[config.mk]
export PLATFORM = sky130hd
export DESIGN_NAME = control_sequencer_flat
export DESIGN_NICKNAME = d
export VERILOG_FILES = /design/src/rtl/control_sequencer_if.sv /design/src/rtl/control_sequencer.sv /design/src/flat_wrapper.sv
export SDC_FILE = /design/constraint.sdc
export NUM_CORES = 1
export LEC_CHECK = 0
export BUFFER_PORTS_ARGS = -buffer_cell sky130_fd_sc_hd__clkbuf_2
export CELL_PAD_IN_SITES_DETAIL_PLACEMENT = 1
export CELL_PAD_IN_SITES_GLOBAL_PLACEMENT = 1
export CORE_MARGIN = 5
export CORE_UTILIZATION = 21
export CTS_BUF_LIST = sky130_fd_sc_hd__clkbuf_8
export DETAILED_ROUTE_END_ITERATION = 10
export HOLD_SLACK_MARGIN = 0.05
export PLACE_DENSITY_LB_ADDON = 0.12
export SLEW_MARGIN = 5
export SYNTH_ARGS = -nofsm -noshare
export SYNTH_HDL_FRONTEND = slang
export SYNTH_SLANG_ARGS = --single-unit
[constraint.sdc]
create_clock -name Clock -period 4.2 [get_ports Clock]
set_clock_uncertainty 0.2 [all_clocks]
set_input_delay 0.21 -clock Clock [delete_from_list [all_inputs] [get_ports Clock]]
set_output_delay 0.21 -clock Clock [all_outputs]
set_load 0.01 [all_outputs]
[src/rtl/control_sequencer_if.sv]
// Bundle between the control sequencer and the datapath it steers.
// The master side (sequencer) reads the instruction register and ALU flags
// and drives every datapath control line; the slave side is the datapath.
interface control_sequencer_if;
    logic [15:0] IROut;
    logic [3:0]  ALU_Flags;
    logic [2:0]  RF_OutASel;
    logic [2:0]  RF_OutBSel;
    logic [2:0]  RF_FunSel;
    logic [3:0]  RF_RegSel;
    logic [3:0]  RF_ScrSel;
    logic [4:0]  ALU_FunSel;
    logic        ALU_WF;
    logic [1:0]  ARF_OutCSel;
    logic [1:0]  ARF_OutDSel;
    logic [2:0]  ARF_FunSel;
    logic [2:0]  ARF_RegSel;
    logic        IR_LH;
    logic        IR_Write;
    logic        Mem_WR;
    logic        Mem_CS;
    logic        MuxCSel;
    logic [1:0]  MuxASel;
    logic [1:0]  MuxBSel;
    logic [1:0]  SeqT;
    logic        Halted;

    modport master (
        input  IROut, ALU_Flags,
        output RF_OutASel, RF_OutBSel, RF_FunSel, RF_RegSel, RF_ScrSel,
               ALU_FunSel, ALU_WF, ARF_OutCSel, ARF_OutDSel, ARF_FunSel,
               ARF_RegSel, IR_LH, IR_Write, Mem_WR, Mem_CS, MuxCSel,
               MuxASel, MuxBSel, SeqT, Halted
    );

    modport slave (
        output IROut, ALU_Flags,
        input  RF_OutASel, RF_OutBSel, RF_FunSel, RF_RegSel, RF_ScrSel,
               ALU_FunSel, ALU_WF, ARF_OutCSel, ARF_OutDSel, ARF_FunSel,
               ARF_RegSel, IR_LH, IR_Write, Mem_WR, Mem_CS, MuxCSel,
               MuxASel, MuxBSel, SeqT, Halted
    );
endinterface

[src/rtl/control_sequencer.sv]
// Three-phase instruction sequencer: fetch low byte, fetch high byte, execute.
// Control outputs are decoded combinationally from the state register and
// IROut, and forced to the idle set while Reset is high.
// Optional build macro SEQ_ILLEGAL_TRAP_EN: opcodes 0xA-0xE halt the machine
// and raise the Illegal output; without it they behave as NOP.
module control_sequencer (
    input  logic                 Clock,
    input  logic                 Reset,
    control_sequencer_if.master  bus
`ifdef SEQ_ILLEGAL_TRAP_EN
    ,
    output logic                 Illegal
`endif
);
    typedef enum logic [1:0] {
        FETCH_L = 2'd0,
        FETCH_H = 2'd1,
        EXEC    = 2'd2,
        HALT    = 2'd3
    } state_t;

    state_t state_q;

    logic [3:0] opcode;
    logic [1:0] rd, rs1, rs2;
    logic [3:0] rd_onehot;
    logic       zflag;

    assign opcode    = bus.IROut[15:12];
    assign rd        = bus.IROut[11:10];
    assign rs1       = bus.IROut[9:8];
    assign rs2       = bus.IROut[7:6];
    assign zflag     = bus.ALU_Flags[3];
    // Register file select is one-hot with R1 on bit 3, so Rd=0 maps to bit 3.
    assign rd_onehot = 4'b1000 >> rd;

`ifdef SEQ_ILLEGAL_TRAP_EN
    logic illegal_q;
`endif

    // Sequencer state: fixed three-phase cycle, HALT absorbs until Reset.
    always_ff @(posedge Clock) begin
        if (Reset) begin
            state_q   <= FETCH_L;
`ifdef SEQ_ILLEGAL_TRAP_EN
            illegal_q <= 1'b0;
`endif
        end else begin
            case (state_q)
                FETCH_L: state_q <= FETCH_H;
                FETCH_H: state_q <= EXEC;
                EXEC: begin
                    if (opcode == 4'hF) begin
                        state_q <= HALT;
`ifdef SEQ_ILLEGAL_TRAP_EN
                    end else if (opcode >= 4'hA) begin
                        state_q   <= HALT;
                        illegal_q <= 1'b1;
`endif
                    end else begin
                        state_q <= FETCH_L;
                    end
                end
                default: state_q <= HALT;
            endcase
        end
    end

    // Control decode: start from the idle set, then overlay per state/opcode.
    always_comb begin
        bus.RF_OutASel  = 3'b000;
        bus.RF_OutBSel  = 3'b000;
        bus.RF_FunSel   = 3'b000;
        bus.RF_RegSel   = 4'b0000;
        bus.RF_ScrSel   = 4'b0000;
        bus.ALU_FunSel  = 5'b00000;
        bus.ALU_WF      = 1'b0;
        bus.ARF_OutCSel = 2'b00;
        bus.ARF_OutDSel = 2'b00;
        bus.ARF_FunSel  = 3'b000;
        bus.ARF_RegSel  = 3'b000;
        bus.IR_LH       = 1'b0;
        bus.IR_Write    = 1'b0;
        bus.Mem_WR      = 1'b0;
        bus.Mem_CS      = 1'b1;
        bus.MuxCSel     = 1'b0;
        bus.MuxASel     = 2'b00;
        bus.MuxBSel     = 2'b00;
        bus.SeqT        = 2'b00;
        bus.Halted      = 1'b0;
        if (!Reset) begin
            bus.SeqT   = state_q;
            bus.Halted = (state_q == HALT);
            case (state_q)
                FETCH_L, FETCH_H: begin
                    // Read M[PC] into one IR half and bump PC.
                    bus.ARF_OutDSel = 2'b00;
                    bus.Mem_CS      = 1'b0;
                    bus.Mem_WR      = 1'b0;
                    bus.IR_Write    = 1'b1;
                    bus.IR_LH       = (state_q == FETCH_H);
                    bus.ARF_RegSel  = 3'b100;
                    bus.ARF_FunSel  = 3'b001;
                end
                EXEC: begin
                    case (opcode)
                        4'h1, 4'h2, 4'h3, 4'h4: begin
                            bus.RF_OutASel = {1'b0, rs1};
                            bus.RF_OutBSel = {1'b0, rs2};
                            case (opcode)
                                4'h1:    bus.ALU_FunSel = 5'b10100;
                                4'h2:    bus.ALU_FunSel = 5'b10110;
                                4'h3:    bus.ALU_FunSel = 5'b10111;
                                default: bus.ALU_FunSel = 5'b11000;
                            endcase
                            bus.ALU_WF    = 1'b1;
                            bus.MuxASel   = 2'b00;
                            bus.RF_FunSel = 3'b010;
                            bus.RF_RegSel = rd_onehot;
                        end
                        4'h5: begin
                            // MuxA input 11 carries the zero-extended imm8.
                            bus.MuxASel   = 2'b11;
                            bus.RF_FunSel = 3'b010;
                            bus.RF_RegSel = rd_onehot;
                        end
                        4'h6: begin
                            bus.ARF_OutDSel = 2'b10;
                            bus.Mem_CS      = 1'b0;
                            bus.Mem_WR      = 1'b0;
                            bus.MuxASel     = 2'b10;
                            bus.RF_FunSel   = 3'b010;
                            bus.RF_RegSel   = rd_onehot;
                        end
                        4'h7: begin
                            bus.RF_OutASel  = {1'b0, rd};
                            bus.ALU_FunSel  = 5'b10000;
                            bus.MuxCSel     = 1'b0;
                            bus.ARF_OutDSel = 2'b10;
                            bus.Mem_CS      = 1'b0;
                            bus.Mem_WR      = 1'b1;
                        end
                        4'h8, 4'h9: begin
                            // BRZ only branches when Z is set; BRA always does.
                            if (opcode == 4'h9 || zflag) begin
                                bus.MuxBSel    = 2'b11;
                                bus.ARF_FunSel = 3'b010;
                                bus.ARF_RegSel = 3'b100;
                            end
                        end
                        default: ;
                    endcase
                end
                default: ;
            endcase
        end
    end

`ifdef SEQ_ILLEGAL_TRAP_EN
    // Illegal flag is only visible once the machine has trapped into HALT.
    always_comb begin
        Illegal = !Reset && illegal_q && (state_q == HALT);
    end
`endif

endmodule

[src/flat_wrapper.sv]
// flat-port wrapper written by rule: the top's interface ports become plain ports
module control_sequencer_flat 
  (Clock, Reset, bus_IROut, bus_ALU_Flags, bus_RF_OutASel, bus_RF_OutBSel, bus_RF_FunSel, bus_RF_RegSel, bus_RF_ScrSel, bus_ALU_FunSel, bus_ALU_WF, bus_ARF_OutCSel, bus_ARF_OutDSel, bus_ARF_FunSel, bus_ARF_RegSel, bus_IR_LH, bus_IR_Write, bus_Mem_WR, bus_Mem_CS, bus_MuxCSel, bus_MuxASel, bus_MuxBSel, bus_SeqT, bus_Halted);
  control_sequencer_if bus_i ();
  input  logic Clock;
  input  logic Reset;
  input wire logic [$bits(bus_i.IROut)-1:0] bus_IROut;
  input wire logic [$bits(bus_i.ALU_Flags)-1:0] bus_ALU_Flags;
  output wire logic [$bits(bus_i.RF_OutASel)-1:0] bus_RF_OutASel;
  output wire logic [$bits(bus_i.RF_OutBSel)-1:0] bus_RF_OutBSel;
  output wire logic [$bits(bus_i.RF_FunSel)-1:0] bus_RF_FunSel;
  output wire logic [$bits(bus_i.RF_RegSel)-1:0] bus_RF_RegSel;
  output wire logic [$bits(bus_i.RF_ScrSel)-1:0] bus_RF_ScrSel;
  output wire logic [$bits(bus_i.ALU_FunSel)-1:0] bus_ALU_FunSel;
  output wire logic [$bits(bus_i.ALU_WF)-1:0] bus_ALU_WF;
  output wire logic [$bits(bus_i.ARF_OutCSel)-1:0] bus_ARF_OutCSel;
  output wire logic [$bits(bus_i.ARF_OutDSel)-1:0] bus_ARF_OutDSel;
  output wire logic [$bits(bus_i.ARF_FunSel)-1:0] bus_ARF_FunSel;
  output wire logic [$bits(bus_i.ARF_RegSel)-1:0] bus_ARF_RegSel;
  output wire logic [$bits(bus_i.IR_LH)-1:0] bus_IR_LH;
  output wire logic [$bits(bus_i.IR_Write)-1:0] bus_IR_Write;
  output wire logic [$bits(bus_i.Mem_WR)-1:0] bus_Mem_WR;
  output wire logic [$bits(bus_i.Mem_CS)-1:0] bus_Mem_CS;
  output wire logic [$bits(bus_i.MuxCSel)-1:0] bus_MuxCSel;
  output wire logic [$bits(bus_i.MuxASel)-1:0] bus_MuxASel;
  output wire logic [$bits(bus_i.MuxBSel)-1:0] bus_MuxBSel;
  output wire logic [$bits(bus_i.SeqT)-1:0] bus_SeqT;
  output wire logic [$bits(bus_i.Halted)-1:0] bus_Halted;
  assign bus_i.IROut = bus_IROut;
  assign bus_i.ALU_Flags = bus_ALU_Flags;
  assign bus_RF_OutASel = bus_i.RF_OutASel;
  assign bus_RF_OutBSel = bus_i.RF_OutBSel;
  assign bus_RF_FunSel = bus_i.RF_FunSel;
  assign bus_RF_RegSel = bus_i.RF_RegSel;
  assign bus_RF_ScrSel = bus_i.RF_ScrSel;
  assign bus_ALU_FunSel = bus_i.ALU_FunSel;
  assign bus_ALU_WF = bus_i.ALU_WF;
  assign bus_ARF_OutCSel = bus_i.ARF_OutCSel;
  assign bus_ARF_OutDSel = bus_i.ARF_OutDSel;
  assign bus_ARF_FunSel = bus_i.ARF_FunSel;
  assign bus_ARF_RegSel = bus_i.ARF_RegSel;
  assign bus_IR_LH = bus_i.IR_LH;
  assign bus_IR_Write = bus_i.IR_Write;
  assign bus_Mem_WR = bus_i.Mem_WR;
  assign bus_Mem_CS = bus_i.Mem_CS;
  assign bus_MuxCSel = bus_i.MuxCSel;
  assign bus_MuxASel = bus_i.MuxASel;
  assign bus_MuxBSel = bus_i.MuxBSel;
  assign bus_SeqT = bus_i.SeqT;
  assign bus_Halted = bus_i.Halted;
  control_sequencer u_core (.Clock(Clock), .Reset(Reset), .bus(bus_i));
endmodule
==> impl_metrics.csv <==
group,metric,value,unit
routing,avgRoutedWirePerCell,11.6,microns
layout,fin_nets,146,
sta,setup_violations,0,
routing,remaining_drc_errors,0,
layout,largest_reg_flops,2,
synthesis,syn-mean-instance-area,6.58,sq um
clock_tree,cts_tree,"built",
sta,fin_crit,2.18,ns
power,vdd_drop_max,0.000137,V
run_status,outcome,"finished, final reports clean",
clock_tree,clockRootBuffer,"clkbuf_8",
placed_design,port_buffers,42,
die,initial_core_util,0.218,
global_route,antenna_found_initial,0,
layout,final_common_cell,"clkbuf_2",
layout,syn_to_final_growth,38.7,%
worst_setup_path,arrival,1.77,ns
hold_path,hold_path.class,"input pin to flop",
die,num_rows,18,
power,power,149,uW
layout,utilization,0.302,
die,io_pins,67,
worst_setup_path,crit_path_end_kind,"output pin",
routing,vias,649,
clock_tree,cts_setup_buffers,0,
clock_tree,cts_buffers,3,
global_route,grt_pass1_wl,2710,microns
layout,top_regs,"u_core.state_q (2)",
routing,detail_route.iter0.violations,2,
clock_tree,cts_resized,0,
routing,drt_wl_total,1760,microns
global_route,grt_pass1_vias,626,
sta,hold_viol,0,
layout,drive_above_1_share,0.410,
die,die_y,60.7,microns
layout,max_flop_register,"u_core.state_q",
sta,timing.final.crit_share,0.520,
die,die-area,3680,sq um
layout,layout_common_cells,"42 x clkbuf_2, 15 x conb_1, 14 x nor2_1, 5 x nand2_1, 4 x inv_1",
job,max_cap_viol_count,0,
sta,holdWs,0.203,ns
sta,drv_slew,0,
worst_setup_path,critPathMaxFanout,7,
routing,viasPerCell,4.27,
synthesis,synthCells,82,
clock_tree,clock-sinks,2,
worst_setup_path,path_class,"flop to output pin",
placed_design,hpwl,1480,microns
clock_tree,cts_hold_buf,0,
global_route,grt_overflow,0,
sta,rsz0062_at_grt,"no",
power,p_per_area,199,nW/um^2
synthesis,synth_seq_cells,2,
synthesis,yosysWarningCount,0,
placed_design,dp_cells,149,
synthesis,syn_area,539,sq um
global_route,grt_max_degree,16,
layout,diodes,0,
clock_tree,h-tree-depth,1,
sta,fin_tns_setup,0,ns
worst_setup_path,cp.required,3.79,ns
routing,firstDrtPassIters,3,
die,die_w,60.7,microns
sta,clock.fmax,458,MHz
routing,ant_nets,0,
layout,fin_cells,152,
layout,fill_cells,352,
synthesis,yosysSeqAreaShare,0.0742,
clock_tree,clkTransAtPathRegs,0.03,ns
die,core,2480,sq um
global_route,grt_usage,0.0928,
power,leakagePower,0.406,nW
placed_design,place_congestion,0.725,
clock_tree,clockBufferDepth,2,
synthesis,ys_types,30,
worst_setup_path,worst_setup_path_start_kind,"flop",
clock_tree,worstSkewPairLatency,0.21,ns
[critical path: stages, from the launching register on]
cell      delay [ns]
dfxtp_1         0.38
nor4b_4         0.48
nand3_1         0.27
nor3b_1         0.26
clkbuf_2        0.17
[cell families (layout without fill, tap and decap cells)]
group                     after synthesis  after routing  synth area share
AOI/OAI and AO/OA                       9              9             0.102
xor gates and xnor gates                2              2            0.0325
buffers and inverters                  23             49             0.274
DFF                                     2              2            0.0742
muxes                                   1              1            0.0186
other                                   1             15           0.00695
and+or+nand+nor                        44             44             0.492
[path summary, 6_finish.rpt]
check                           cells after the start                 to              start  slack (ns)
worst max-delay path                                4   bus_RF_RegSel[1]  u_core.state_q[0]        2.02
worst min-delay path                                3  u_core.state_q[0]              Reset        0.20
worst max register to register                      2  u_core.state_q[0]  u_core.state_q[1]        3.00
worst min register to register                      2  u_core.state_q[1]  u_core.state_q[1]        0.46
[layer usage]
| layer | routed length (microns) | track usage | up-vias |
|---|---|---|---|
| met3 | 182 | 0.0149 | 0 |
| met5 | 0 | 0 | - |
| met2 | 842 | 0.165 | 33 |
| li1 | - | - | 328 |
| met4 | 0 | 0.0186 | 0 |
| met1 | 737 | 0.118 | 288 |
[cell type report]
type,instances,area [sq um],share of cell area
sequential,2,40.0,0.0535
inverter,4,15.0,0.0201
timing repair buffer,42,210,0.281
clock buffer,3,41.3,0.0552
multi-input combinational,71,404,0.540
tap,30,37.5,0.0502
[stage by stage]
stage	area (sq um)	worst slack, ns
2_1_floorplan	592	2.40
3_3_place_gp	707	2.28
3_5_place_dp	707	2.22
4_1_cts	748	1.99
5_1_grt	748	1.79
6_report	748	2.02
[cells in the mapped netlist, drive strengths merged]
cell type / n / share of area
or2: 1 / 0.012
nor4b: 3 / 0.077
nor3: 3 / 0.028
or3: 1 / 0.012
o31a: 1 / 0.019
nand3: 2 / 0.019
inv: 4 / 0.028
nor2: 14 / 0.097
nor3b: 4 / 0.065
clkbuf: 2 / 0.014
a31oi: 2 / 0.023
buf: 17 / 0.23
dfxtp: 2 / 0.074
xnor2: 1 / 0.016
nor2b: 2 / 0.023
nand2: 5 / 0.035
a21oi: 1 / 0.0093
conb: 1 / 0.0070
and3: 2 / 0.023
o22ai: 2 / 0.023
or2b: 1 / 0.014
or4b: 1 / 0.026
nand3b: 2 / 0.028
mux2i: 1 / 0.019
xor2: 1 / 0.016
and2: 3 / 0.035
o21ai: 3 / 0.028
[power by group]
group | switching, mW | internal, mW
Combinational | 0.0309 | 0.0187
Sequential | 0.00385 | 0.0210
Clock | 0.0141 | 0.0605
Power figures use the tool's default switching activity.
